File: src/rtl/bus_arbiter.sv
// Bus arbiter between the CPU and two DMA channels, with round-robin between the channels.
// Latency: from an idle CPU with its slot used up, a request is granted 2 clocks later (CPU -> GAP -> DMA).
// Backpressure: no grant is taken away during an open cycle; CPU and DMA hand over only when cyc is low.
module bus_arbiter #(
  parameter int MAX_BURST    = 8,
  parameter int IDLE_TIMEOUT = 255,
  parameter int CPU_SLOT     = 4
) (
  input  logic       wb_clk_i,
  input  logic       wb_rst_i,
  input  logic       cpu_cyc_i,
  output logic       cpu_gnt_o,
  input  logic [1:0] dma_req_i,
  input  logic [1:0] dma_cyc_i,
  input  logic       wb_ack_i,
  output logic [1:0] dma_gnt_o,
  output logic [1:0] owner_o
);

  localparam logic [7:0] LP_MAX_BURST = 8'(MAX_BURST);
  localparam logic [7:0] LP_IDLE_TO   = 8'(IDLE_TIMEOUT);
  localparam logic [3:0] LP_SLOT      = 4'(CPU_SLOT);

  typedef enum logic [1:0] {
    S_CPU      = 2'd0,
    S_GAP      = 2'd1,
    S_DMA      = 2'd2,
    S_HANDBACK = 2'd3
  } state_t;

  state_t     r_state;
  logic       r_sel;        // channel being granted, or about to be
  logic       r_last;       // channel served most recently; the other one wins a tie
  logic [3:0] r_slot;
  logic [7:0] r_burst;
  logic [7:0] r_idle;
  logic       r_cpu_gnt;
  logic [1:0] r_dma_gnt;
  logic [1:0] r_owner;

  logic       w_sel_cyc;
  logic       w_sel_req;
  logic       w_pick;
  logic       w_cpu_release;
  logic       w_dma_release;

  // Only the selected channel's strobes matter; the other channel waits for the next arbitration.
  assign w_sel_cyc = dma_cyc_i[r_sel];
  assign w_sel_req = dma_req_i[r_sel];

  // A lone requester wins. If both request, the channel not served last wins.
  assign w_pick = (&dma_req_i) ? ~r_last : dma_req_i[1];

  // The CPU gives up the bus only between its own cycles, and only after its slot has elapsed.
  assign w_cpu_release = (|dma_req_i) & ~cpu_cyc_i & (r_slot == LP_SLOT);

  // The DMA gives up the bus only between cycles: when it stops requesting, its burst is used up, or it has been idle too long.
  assign w_dma_release = ~w_sel_cyc &
                         (~w_sel_req | (r_burst == LP_MAX_BURST) | (r_idle == LP_IDLE_TO));

  assign cpu_gnt_o = r_cpu_gnt;
  assign dma_gnt_o = r_dma_gnt;
  assign owner_o   = r_owner;

  // Ownership state machine. Grants and owner are registered so they never glitch.
  always_ff @(posedge wb_clk_i or posedge wb_rst_i) begin
    if (wb_rst_i) begin
      r_state   <= S_CPU;
      r_sel     <= 1'b0;
      r_last    <= 1'b1;
      r_slot    <= '0;
      r_burst   <= '0;
      r_idle    <= '0;
      r_cpu_gnt <= 1'b1;
      r_dma_gnt <= 2'b00;
      r_owner   <= 2'd0;
    end else begin
      case (r_state)
        S_CPU: begin
          if (r_slot != LP_SLOT) r_slot <= r_slot + 4'd1;
          if (w_cpu_release) begin
            r_state   <= S_GAP;
            r_sel     <= w_pick;
            r_cpu_gnt <= 1'b0;
            r_owner   <= 2'd3;
          end
        end
        S_GAP: begin
          r_state   <= S_DMA;
          r_last    <= r_sel;
          r_dma_gnt <= r_sel ? 2'b10 : 2'b01;
          r_owner   <= r_sel ? 2'd2 : 2'd1;
        end
        S_DMA: begin
          if (w_sel_cyc && wb_ack_i && (r_burst != LP_MAX_BURST)) r_burst <= r_burst + 8'd1;
          if (w_sel_cyc)                r_idle <= '0;
          else if (r_idle != LP_IDLE_TO) r_idle <= r_idle + 8'd1;
          if (w_dma_release) begin
            r_state   <= S_HANDBACK;
            r_dma_gnt <= 2'b00;
            r_owner   <= 2'd3;
          end
        end
        default: begin
          r_state   <= S_CPU;
          r_cpu_gnt <= 1'b1;
          r_dma_gnt <= 2'b00;
          r_owner   <= 2'd0;
          r_slot    <= '0;
          r_burst   <= '0;
          r_idle    <= '0;
        end
      endcase
    end
  end

endmodule

File: config.mk
export PLATFORM = sky130hd
export DESIGN_NAME = bus_arbiter
export DESIGN_NICKNAME = d
export VERILOG_FILES = /design/src/rtl/bus_arbiter.sv
export SDC_FILE = /design/constraint.sdc
export NUM_CORES = 1
export LEC_CHECK = 0
export ABC_AREA = 1
export BUFFER_PORTS_ARGS = -buffer_cell sky130_fd_sc_hd__buf_2
export CAP_MARGIN = 20
export CORE_UTILIZATION = 39
export DETAILED_ROUTE_END_ITERATION = 16
export PLACE_DENSITY = 0.59
export SLEW_MARGIN = 0
export SYNTH_ARGS = -nofsm -noshare
export SYNTH_HDL_FRONTEND = slang
export SYNTH_SLANG_ARGS = --single-unit
File: constraint.sdc
create_clock -name wb_clk_i -period 3.6 [get_ports wb_clk_i]
set_input_delay 0.72 -clock wb_clk_i [delete_from_list [all_inputs] [get_ports wb_clk_i]]
set_output_delay 0.72 -clock wb_clk_i [all_outputs]
set_load 0.02 [all_outputs]
* Yosys cells after proc, flatten, opt, wreduce, memory -nomap -nowiden
Cells that the tools add are included.
** Word-level totals
- Register bits :: 29
- Input bits :: 8
- Output and inout port bits :: 5
- Word-level logic and storage cells :: 74
** Operators by class
- Add/sub/neg operators :: 3
- Order comparisons :: 1
- Equal/unequal tests :: 13
- Multiplexer cells :: 22
- Bitwise operators :: 12
- Reduce and logical (&&, ||, !) cells :: 14
** Operator list (number)
- 8-bit case mux with 2 select lines :: 2
- 8-bit two-way mux :: 3
- 2-bit case mux with 3 select lines :: 3
- 8-bit by 1-bit adder with 8-bit output (second input constant) :: 2
- 2-bit AND reduction :: 8
- 2-bit two-way mux :: 5
- 8-bit by 4-bit equality test with 1-bit output (second input constant) :: 1
- 8-bit equality test (second input constant) :: 1
- 2-bit != test (second input constant) :: 4
- 8-bit by 4-bit != test with 1-bit output (second input constant) :: 1
- 8-bit != test (second input constant) :: 1
- 4-bit case mux with 2 select lines :: 1
- 1-bit inverter :: 7
- 1-bit two-way mux :: 6
- 2-bit OR reduction :: 3
- 4-bit by 1-bit adder with 4-bit output (second input constant) :: 1
- 4-bit by 3-bit equality test with 1-bit output (second input constant) :: 1
- 4-bit two-way mux :: 1
- 4-bit by 3-bit != test with 1-bit output (second input constant) :: 1
- 1-bit AND :: 3
- 3-bit != test (second input constant) :: 1
- 2-bit by 1-bit equality test with 1-bit output (second input constant) :: 1
- 2-bit equality test (second input constant) :: 1
- 1-bit logical AND :: 2
- other kinds (4) :: 5

* Longest topological paths before layout
Gate-level depths: netlist of run 1.
- Word-level depth :: 8
- Depth in mapped cells :: 11
- Depth with buffers taken out :: 11

* Worst setup path after synthesis of run 1
OpenSTA, ideal clock, no wires.
- Path type :: reg-to-reg
- Start point :: register r_state[0]
- End point :: register r_idle[7]
- Setup time :: 0.113 ns
- Data arrival time :: 1.358 ns
- Data required time :: 3.487 ns
- Path slack :: 2.129 ns
- Stages on the path, launching flop included :: 10
- Path buffers :: 1
- Clock period less this slack :: 1.471 ns
- Cell sequence :: dfrtp_1 inv_1 ha_1 buf_6 nor2_8 nand2_4 o21ai_0 nand2_1 nand2_1 inv_1
** On the way
- Word-level cells in the longest chain between the ends :: 4
- Elaborated cells on any way between the ends :: 8
- Those cells by class :: 3 x eq/ne; 1 x mux; 1 x bitwise; 3 x reduce/logical
** RTL lines
- start: declaration :: line 31 : state_t r_state;
- start signal: assignment :: line 68 : r_state <= S_CPU;
- start signal: assignment :: line 82 : r_state <= S_GAP;
- start signal: assignment :: line 89 : r_state <= S_DMA;
- 2-bit by 1-bit equality test with 1-bit output or 2-bit logical NOT (tied branches) :: line 78 : case (r_state)
- 2-bit OR reduction (no source line)
- 1-bit inverter (no source line)
- 2-bit AND reduction (no source line)
- end signal: assignment :: line 97 : else if (r_idle != LP_IDLE_TO) r_idle <= r_idle + 8'd1;
- end: declaration :: line 36 : logic [7:0] r_idle;
Parallel ways exist; a longest one is shown, timed or not.
A chain may end at the register's enable or synchronous reset.

* Final worst setup path of run 1
- Start point :: register r_state[0]
- End point :: register r_burst[5]
** On the way
- Word-level cells in the longest chain between the ends :: 4
- Elaborated cells on any way between the ends :: 8
- Those cells by class :: 3 x eq/ne; 1 x mux; 1 x bitwise; 3 x reduce/logical
** RTL lines
- 2-bit by 1-bit equality test with 1-bit output or 2-bit logical NOT (tied branches) :: line 78
- 2-bit OR reduction (no source line)
- 1-bit inverter (no source line)
- 2-bit AND reduction (no source line)
- end signal: assignment :: line 95 : if (w_sel_cyc && wb_ack_i && (r_burst != LP_MAX_BURST)) r_burst <= r_burst + 8'd1;
- end: declaration :: line 35 : logic [7:0] r_burst;
Parallel ways exist; a longest one is shown, timed or not.

==> flow_metrics.py, run 1 <==
metrics = {
    "layout": {
        "syn_to_final_growth_pct": 9.853,
        "drive_above_1_share_pct": 18.26,
        "fin_util_pct": 44.86,
        "nets": 257,
        "layout.cells.non_filler": 293,
        "fillCellCount": 430,
        "antenna_cells": 0,
    },
    "worst_setup_path": {
        "path_delay_family": "simple AND/OR/NAND/NOR gates",
        "startpoint_type": "flip-flop",
        "max_stage_delay_ps": 450,
        "crit_end": "r_burst[5]$_DFFE_PP0P_",
        "worstRegToRegCells": 7,
        "arrival_ps": 1990,
        "path_depth": 7,
        "critPathBufInv": 2,
        "worst_r2r_endpoint": "r_burst[5]$_DFFE_PP0P_",
        "rr_startpoint": "r_state[0]$_DFFE_PP0P_",
        "required_ps": 3770,
        "crit_fanout": 11,
        "crit_chain": "inv_1 > ha_1 > inv_1 > nand2_2 > nand2_2 > nand2_1 > o21ai_2",
        "worstSetupPathType": "flip-flop to flip-flop",
        "cp_slowest_cell": "ha_1",
        "crit_start": "r_state[0]$_DFFE_PP0P_",
        "cp-end-kind": "flip-flop",
        "rrSetupSlack_ps": 1770,
    },
    "clock_network": {
        "hold_buffers": 0,
        "clkLatencyLatePin_ps": 270,
        "clockBufferDepth": 2,
        "htreeDepth": 2,
        "ctsResizeCount": 0,
        "clkTransAtPathRegs_ps": 60,
        "cts-root-buf": "clkbuf_8",
        "clock_sinks": 29,
        "numCtsBuffers": 5,
        "cts_tree": "done",
        "post-cts-setup-buffers": 0,
    },
    "global_route": {
        "antenna_found_initial": 0,
        "grt_usage_pct": 15.40,
        "grt_max_degree": 26,
        "overflow": 0,
        "grt_pass1_wl_mm": 5.796,
        "first_global_vias": 1264,
    },
    "detailed_routing": {
        "avgViaCountPerCell": 4.840,
        "drc": 0,
        "wl_per_cell_microns": 11.53,
        "first_iter_violations": 81,
        "num_vias": 1418,
        "route.top_layer_used": "met4",
        "met2_length_mm": 1.408,
        "final_antenna_net_count": 0,
        "m1WireLength_mm": 1.776,
        "finalWirelength_mm": 3.377,
        "wl_met3_microns": 145,
        "drt_first_pass_iters": 5,
    },
    "sta": {
        "period_share_pct": 50.81,
        "relSlewSlack_pct": 68.78,
        "rsz0062_at_grt": "false",
        "setup_viol": 0,
        "fin_ws_ps": 1771,
        "fmax_mhz": 546.7,
        "min_period_ps": 1829,
        "drv_slew": 0,
        "hold_viol_final": 0,
        "setup_tns_ps": 0,
        "clock-skew-final_ps": 3.375,
        "worst_pin_slew_ps": 468.3,
        "holdWs_ps": 326.2,
    },
    "placement": {
        "dp.cells": 285,
        "dp_hpwl_mm": 2.517,
        "place_worst_setup_slack_ps": 1772,
        "place.gp.congestion": 0.7753,
        "portBuffers": 12,
    },
    "synth": {
        "synth_warnings": 0,
        "seq_area_frac_synth_pct": 40.67,
        "yosysTopAreaCellShare_pct": 37.74,
        "synth_area_leader_cell": "dfrtp_1",
        "syn_nets": 240,
        "ys_types": 29,
        "yosys-top-cells-area": "dfrtp_1 (38%), nand2_1 (9.6%), nand3_1 (7.3%)",
        "synthCells": 223,
        "ys_ff_latch": 29,
        "synth.avg_cell_area_sq_um": 8.029,
        "syn-cell-area_sq_mm": 0.001790,
    },
    "die": {
        "die_w_microns": 69.76,
        "io_pins": 13,
        "coreArea_sq_mm": 0.004384,
        "initial_core_util_pct": 40.84,
        "die_y_microns": 69.76,
        "fp.dieArea_sq_mm": 0.004866,
        "num_rows": 24,
    },
    "power_and_ir_drop": {
        "leakage_nw": 0.9947,
        "peakVddDrop_mv": 0.4045,
        "power_density_mw_per_mm2": 752.6,
    },
    "hold_path": {
        "min_path_type": "primary input to async pin",
    },
    "outcome": {
        "status": "completed",
    },
    "run": {
        "drv_cap": 0,
    },
}
-- flip-flops by register name (all words and copies together) (netlist names), 2 cells and up --
| register | cells |
|---|---|
| r_idle | 8 |
| dma_gnt_o | 2 |
| owner_o | 2 |
| r_state | 2 |
| r_burst | 8 |
| r_slot | 4 |
-- worst min-delay path by stage --
| stage | end |
|---|---|
| after floorplan | r_last$_DFFE_PP1N_ |
| after global placement | owner_o[0]$_DFFE_PP0P_ |
| after detailed placement | owner_o[0]$_DFFE_PP0P_ |
| after CTS | r_burst[5]$_DFFE_PP0P_ |
| after global routing | r_burst[2]$_DFFE_PP0P_ |
| final | r_burst[2]$_DFFE_PP0P_ |
-- cell type report --
| type | count | area, sq um | share of cell area [%] |
|---|---|---|---|
| Clock buffer | 8 | 80.08 | 4.071 |
| Tap cell | 52 | 65.06 | 3.308 |
| Sequential cell | 29 | 728.2 | 37.02 |
| Inverter | 32 | 122.6 | 6.234 |
| Timing Repair Buffer | 13 | 67.56 | 3.435 |
| Multi-Input combinational cell | 159 | 903.4 | 45.93 |
-- per-layer routing --
metal  global-route usage, %  vias up
met2                   21.36       25
li1                        -      752
met1                   21.71      637
met3                   5.669        4
met5                       0        -
met4                   6.000        0
-- cells in the mapped netlist --
library cell / n
nand2_1: 46
dfrtp_1: 27
inv_1: 27
nand3_1: 26
nor2_1: 19
o21ai_0: 14
ha_1: 9
a21oi_1: 8
nand2_2: 8
nand2_4: 5
inv_2: 4
nor3b_1: 4
nor3_1: 3
o21ai_1: 3
xor2_1: 3
buf_6: 2
dfstp_2: 2
xnor2_1: 2
a21o_1: 1
a31o_2: 1
clkbuf_8: 1
inv_4: 1
nand3_2: 1
nand4_1: 1
nand4_4: 1
nor2_2: 1
nor2_8: 1
o21a_1: 1
o21ai_2: 1
-- power breakdown --
| part | leakage (nW) | switching (mW) | internal [mW] |
|---|---|---|---|
| Clock | 0.0395 | 0.117 | 0.137 |
| Sequential | 0.384 | 0.0626 | 0.410 |
| Combinational | 0.571 | 0.514 | 0.240 |
-- cell usage in the layout, fill, tap and decap left out, drive strengths merged, types with 2 or more instances in the layout --
| cell | instances |
|---|---|
| o21ai | 18 |
| inv | 32 |
| a21oi | 8 |
| nor3 | 3 |
| nand4 | 2 |
| ha | 9 |
| xnor2 | 2 |
| dfstp | 2 |
| nand2 | 59 |
| xor2 | 3 |
| clkbuf | 8 |
| nor2 | 21 |
| dfrtp | 27 |
| buf | 13 |
| nor3b | 4 |
| nand3 | 27 |
-- kinds of logic after synthesis --
| kind of cell | Yosys count | share of synthesized area [%] |
|---|---|---|
| and+or+nand+nor | 116 | 32.91 |
| AOI/OAI and AO/OA | 29 | 8.806 |
| adders and majority gates | 9 | 6.289 |
| buffers and inverters | 35 | 8.875 |
| DFF | 29 | 40.67 |
| xor gates and xnor gates | 5 | 2.446 |
-- per-stage QoR --
step	instance area [sq um]	total power [mW]
6_report	1967	1.480
2_1_floorplan	1790	1.117
3_3_place_gp	1887	1.219
5_1_grt	1967	1.619
4_1_cts	1967	1.499
3_5_place_dp	1887	1.235
No activity file was read; power rests on OpenSTA's default activity.
==> inputs of run 2 (changes only) <==
ABC_AREA = 0   (was 1)
PLACE_DENSITY = 0.61   (was 0.59)
clock period = 1.6 ns   (was 3.6 ns; I/O delays follow)
==> run 2 against run 1 <==
The flow now finishes with violations (negative setup slack). Clock power increased to 2.6 times the previous value. First-iteration DRC count is 79% higher. Critical path depth fell by 1. Combinational power grew to 3.8 times the previous value. Synthesized cell count decreased by 17%. Largest cell class unchanged.
==> flow_metrics.py, run 2 <==
metrics = {
    "detailed_routing": {
        "first_iter_violations": 145,
        "drc": 0,
        "drt_first_pass_iters": 4,
        "final_antenna_net_count": 0,
        "wl_per_cell_microns": 14.94,
        "finalWirelength_mm": 4.602,
        "num_vias": 1715,
        "avgViaCountPerCell": 5.568,
    },
    "worst_setup_path": {
        "cp-end-kind": "flip-flop",
        "worstSetupPathType": "flip-flop to flip-flop",
        "arrival_ps": 2000,
        "startpoint_type": "flip-flop",
        "worst_r2r_endpoint": "owner_o[0]$_DFFE_PP0P_",
        "crit_fanout": 3,
        "rrSetupSlack_ps": -240,
        "rr_startpoint": "r_burst[0]$_DFFE_PP0P_",
        "required_ps": 1770,
        "worstRegToRegCells": 6,
    },
    "synth": {
        "synth_ff_type": "dfrtp_1",
        "seq_area_frac_synth_pct": 41.07,
        "syn-cell-area_sq_mm": 0.001773,
        "yosysMostFrequentCell": "dfrtp_1",
        "synthCells": 185,
        "synth.avg_cell_area_sq_um": 9.584,
        "yosysTopAreaCellShare_pct": 38.11,
        "synth_warnings": 0,
        "ys_ff_latch": 29,
        "synth_area_leader_cell": "dfrtp_1",
        "ys_top_cells_by_count": "dfrtp_1 (27), nor2_1 (16), inv_1 (15)",
        "async_reset_ff_share_pct": 100.0,
        "syn_nets": 202,
        "yosys-top-cells-area": "dfrtp_1 (38%), ha_1 (6.4%), a21oi_1 (3.7%)",
        "synth_edf_count": 0,
        "ys_types": 52,
    },
    "global_route": {
        "first_global_vias": 1781,
        "grt_usage_pct": 21.10,
        "grt_max_degree": 30,
        "grt_pass1_wl_mm": 8.010,
        "overflow": 0,
        "antenna_found_initial": 0,
    },
    "clock_network": {
        "clkLatencyLatePin_ps": 290,
        "clock_sinks": 29,
        "hold_buffers": 0,
        "clkTransAtPathRegs_ps": 70,
        "htreeDepth": 2,
        "cts-root-buf": "clkbuf_8",
        "numCtsBuffers": 5,
        "cts_tree": "done",
        "clockBufferDepth": 2,
    },
    "layout": {
        "layout_commonest_cell": "buf_4",
        "drive_above_1_share_pct": 48.05,
        "multiInputGateArea_sq_mm": 0.001150,
        "antenna_cells": 0,
        "reg.largest.list": "r_burst (8), r_idle (8), r_slot (4)",
        "register_area_sq_um": 728.2,
        "nets": 272,
        "final_cell_mix": "buf_4 (50), dfrtp_1 (27), nor2_1 (13)",
        "syn_to_final_growth_pct": 46.22,
        "fillCellCount": 371,
    },
    "outcome": {
        "violations": "negative setup slack",
        "status": "finished with violations",
    },
    "power_and_ir_drop": {
        "peakVddDrop_mv": 0.5900,
        "power_density_mw_per_mm2": 1749,
        "leakage_nw": 1.168,
    },
    "sta": {
        "min_period_ps": 1836,
        "clock-skew-final_ps": 8.563,
        "setup_tns_ps": -1972,
        "holdWs_ps": 87.23,
        "relSlewSlack_pct": 74.13,
        "drv_slew": 0,
        "worst_pin_slew_ps": 384.0,
        "hold_viol_final": 0,
        "period_share_pct": 114.7,
        "fin_ws_ps": -235.5,
        "fmax_mhz": 544.8,
        "setup_viol": 17,
        "rsz0062_at_grt": "true",
    },
    "die": {
        "num_rows": 24,
        "initial_core_util_pct": 40.72,
        "fp.dieArea_sq_mm": 0.004820,
        "die_w_microns": 69.43,
        "io_pins": 13,
        "die_y_microns": 69.43,
        "coreArea_sq_mm": 0.004354,
    },
    "placement": {
        "dp_hpwl_mm": 3.324,
        "place.gp.congestion": 0.9083,
        "portBuffers": 12,
        "place_worst_setup_slack_ps": -191.9,
    },
    "run": {
        "drv_cap": 0,
    },
    "hold_path": {
        "min_path_type": "primary input to async pin",
    },
}
-- run 2: changes by cell type after synthesis, sizes merged, moves of 3 or more --
| cell | previous run | this run |
|---|---|---|
| mux2i | 0 | 3 |
| mux2 | 0 | 6 |
| nor3b | 4 | 1 |
| nand2 | 59 | 10 |
| o22ai | 0 | 4 |
| a21oi | 8 | 14 |
| o21ai | 18 | 13 |
| or3 | 0 | 7 |
| nor2 | 21 | 16 |
| o2111ai | 0 | 3 |
| nand3 | 27 | 9 |
| inv | 32 | 15 |
-- run 2: how the worst max path moves through the flow --
| stage | from | to | slack, ps | cells after the start |
|---|---|---|---|---|
| after floorplan | r_burst[0]$_DFFE_PP0P_ | owner_o[0]$_DFFE_PP0P_ | -190 | 6 |
| after global placement | r_burst[1]$_DFFE_PP0P_ | owner_o[0]$_DFFE_PP0P_ | -160 | 6 |
| after detailed placement | r_burst[1]$_DFFE_PP0P_ | owner_o[0]$_DFFE_PP0P_ | -190 | 6 |
| after CTS | r_burst[1]$_DFFE_PP0P_ | owner_o[0]$_DFFE_PP0P_ | -190 | 6 |
| after global routing | r_burst[0]$_DFFE_PP0P_ | owner_o[0]$_DFFE_PP0P_ | -300 | 6 |
| final | r_burst[0]$_DFFE_PP0P_ | owner_o[0]$_DFFE_PP0P_ | -240 | 6 |
-- run 2: final cells by class --
cell class	count	area share (%)
Inverter	15	2.172
Multi-Input combinational cell	137	44.35
Clock inverter	1	0.1930
Timing Repair Buffer	67	18.97
Tap cell	52	2.510
Sequential cell	29	28.09
Clock buffer	7	3.716
-- run 2: cell families after synthesis --
logic type / count (synthesis) / share of synthesized area [%]
buf+inv: 19 / 4.164
mux: 9 / 5.928
flops: 29 / 41.07
simple gates: 66 / 20.18
fa+ha+maj: 9 / 6.352
xor+xnor: 4 / 1.976
compound gates: 49 / 20.32
-- run 2: per-layer routing --
layer / vias to the layer above / part of all wire (%) / global-route usage (%)
li1: 822 / - / -
met1: 842 / 46 / 27.09
met2: 44 / 48 / 33.76
met3: 7 / 4.5 / 5.378
met4: 0 / 1.4 / 8.844
met5: - / 0 / 0
-- run 2: power breakdown --
| group | switching, mW | internal [mW] | leakage (nW) |
|---|---|---|---|
| clock network | 0.284 | 0.388 | 0.0542 |
| logic | 1.40 | 1.45 | 0.729 |
| registers | 0.120 | 0.898 | 0.385 |
| total | 1.80 | 2.73 | 1.17 |
-- run 2: worst max-delay path: stages (launching register included) --
cell      delay (ps)
dfrtp_1          380
inv_2             80
ha_4             110
or4b_4           490
o21ai_4          210
o211ai_4         120
mux2_4           320
-- run 2: metrics by stage --
step / power [mW] / cell area (sq um) / std cells / util, %
finish: 4.534 / 2592 / 308 / 59.54
global route: 4.865 / 2592 / 308 / 59.54
CTS: 4.400 / 2522 / 307 / 57.93
detailed placement: 3.426 / 2267 / 288 / 52.07
global placement: 3.321 / 2267 / 288 / 52.07
floorplan: 2.507 / 1857 / 185 / -
-- run 2: timing repair --
action | 4_1_cts | 5_1_grt
pin swaps | 14 | 12
setup buffers | 11 | 4
endpoints found under the setup margin | 21 | 25
gates resized for setup | 19 | 19
==> inputs of run 3 (changes only) <==
PLACE_DENSITY = 0.59   (was 0.61)
clock period = 2.15 ns   (was 1.6 ns; I/O delays follow)
==> run 3 against run 2 <==
The run now ends clean. Combinational power decreased by 56%. Critical path depth unchanged. Hold slack improved by 130 ps. Via count decreased by 15%. Non-clock buffer count decreased by 49. Worst setup slack improved by 380 ps. Sequential share of layout area increased by 7.8 points. Clock skew decreased by 2.9 ps. Count of clock-buffer cells in the layout unchanged. Fmax decreased by 8.6%. Largest cell class unchanged. Highest routed layer unchanged.
==> flow_metrics.py, run 3 (synthesis gave the netlist of run 2 again) <==
metrics = {
    "outcome": {
        "status": "completed",
    },
    "power_and_ir_drop": {
        "power_density_mw_per_mm2": 1246,
        "switchingPower_mw": 1.062,
        "peakVddDrop_mv": 0.3846,
        "combPwrFrac_pct": 50.0,
        "leakage_nw": 0.8874,
        "power_frac_clock_pct": 19.4,
        "internal-power_mw": 1.463,
        "netSwitchingFraction_pct": 42.06,
        "seq_power_share_pct": 30.6,
    },
    "sta": {
        "min_period_ps": 2009,
        "worst_pin_slew_ps": 396.7,
        "clock-skew-final_ps": 5.689,
        "drv_slew": 0,
        "period_share_pct": 93.42,
        "fmax_mhz": 497.9,
        "relSlewSlack_pct": 73.37,
        "setup_viol": 0,
        "setup_tns_ps": 0,
        "holdWs_ps": 212.4,
        "hold_viol_final": 0,
        "rsz0062_at_grt": "false",
    },
    "layout": {
        "register_area_sq_um": 728.2,
        "antenna_cells": 0,
        "syn_to_final_growth_pct": 14.33,
        "reg.largest.list": "r_burst (8), r_idle (8), r_slot (4)",
        "final_cell_mix": "dfrtp_1 (27), nor2_1 (16), inv_1 (15)",
        "fillCellCount": 415,
        "layout_commonest_cell": "dfrtp_1",
        "nets": 223,
        "drive_above_1_share_pct": 19.32,
        "multiInputGateArea_sq_um": 970.9,
    },
    "die": {
        "die_w_microns": 69.43,
        "fp.dieArea_sq_mm": 0.004820,
        "coreArea_sq_mm": 0.004354,
        "die_y_microns": 69.43,
        "io_pins": 13,
        "num_rows": 24,
        "initial_core_util_pct": 40.72,
    },
    "global_route": {
        "overflow": 0,
        "antenna_found_initial": 0,
        "grt_max_degree": 30,
        "first_global_vias": 1477,
        "grt_pass1_wl_mm": 6.748,
        "grt_usage_pct": 17.47,
    },
    "clock_network": {
        "clockBufferDepth": 2,
        "htreeDepth": 2,
        "hold_buffers": 0,
        "clkTransAtPathRegs_ps": 60,
        "ctsResizeCount": 0,
        "cts_tree": "done",
        "cts-root-buf": "clkbuf_8",
        "clkLatencyLatePin_ps": 280,
        "numCtsBuffers": 5,
        "clock_sinks": 29,
        "post-cts-setup-buffers": 0,
    },
    "detailed_routing": {
        "first_iter_violations": 68,
        "num_vias": 1465,
        "wl_per_cell_microns": 14.70,
        "finalWirelength_mm": 3.808,
        "avgViaCountPerCell": 5.656,
        "drt_first_pass_iters": 4,
        "final_antenna_net_count": 0,
        "drc": 0,
    },
    "worst_setup_path": {
        "required_ps": 2310,
        "arrival_ps": 2160,
        "max_stage_delay_ps": 400,
        "cp-end-kind": "flip-flop",
        "startpoint_type": "flip-flop",
        "crit_chain": "inv_1 > ha_1 > nand4bb_1 > a311oi_1 > nand3_1 > mux2_1",
        "crit_fanout": 11,
        "cp_slowest_cell": "a311oi_1",
        "worstSetupPathType": "flip-flop to flip-flop",
    },
    "placement": {
        "portBuffers": 12,
        "dp_hpwl_mm": 2.848,
        "place.gp.congestion": 0.8643,
    },
    "hold_path": {
        "min_path_type": "primary input to async pin",
    },
    "run": {
        "drv_cap": 0,
    },
}
[run 3: metal layers]
metal  vias up  GRT usage [%]  part of all wire (%)
li1        720              -                     -
met1       701          23.03                    49
met2        39          27.83                    45
met3         5          5.233                   4.3
met4         0          4.762                   1.2
met5         -              0                     0
[run 3: worst paths after layout]
| check | start | endpoint | slack (ps) | cells past startpoint |
|---|---|---|---|---|
| setup / recovery | r_state[0]$_DFFE_PP0P_ | r_idle[7]$_DFFE_PP0P_ | 140 | 6 |
| hold / removal | wb_rst_i | r_burst[1]$_DFFE_PP0P_ | 210 | 3 |
| setup reg to reg | r_state[0]$_DFFE_PP0P_ | r_idle[7]$_DFFE_PP0P_ | 140 | 6 |
| hold reg to reg | r_last$_DFFE_PP1N_ | r_last$_DFFE_PP1N_ | 490 | 2 |
| max in group asynchronous | wb_rst_i | cpu_gnt_o$_DFFE_PP1P_ | 1630 | 3 |
| min in group wb_clk_i | cpu_cyc_i | cpu_gnt_o$_DFFE_PP1P_ | 470 | 3 |
[run 3: worst max-delay path: cells and delay by family (launching register included)]
| family | cells | cell delay (ps) |
|---|---|---|
| buffers and inverters | 1 | 90 |
| and+or+nand+nor | 2 | 370 |
| muxes | 1 | 330 |
| AOI/OAI and AO/OA | 1 | 400 |
| DFF | 1 | 380 |
| adders and majority gates | 1 | 330 |
[run 3: area by class of cell]
class | instances | share of cell area (%)
multi-input combinational | 137 | 47.90
clock buffer | 7 | 4.753
timing repair buffer | 18 | 5.185
tap | 52 | 3.210
sequential | 29 | 35.93
clock inverter | 1 | 0.2469
inverter | 15 | 2.778
[run 3: power groups by stage]
stage	registers (mW)	clock network, mW	logic [mW]
2_1_floorplan	0.782	0	0.913
3_3_place_gp	0.773	0	1.22
3_5_place_dp	0.781	0	1.25
4_1_cts	0.773	0.510	1.26
5_1_grt	0.798	0.530	1.39
6_report	0.774	0.489	1.26
[run 3: stage by stage]
stage	setup slack [ps]	utilization [%]	power (mW)	instances	instance area [sq um]
after floorplan	299.4	-	1.695	185	1773
after global placement	231.1	44.22	1.995	251	1926
after detailed placement	156.1	44.22	2.035	251	1926
after CTS	142.0	46.55	2.544	259	2027
after global routing	9.696	46.55	2.721	259	2027
final	141.4	46.55	2.525	259	2027
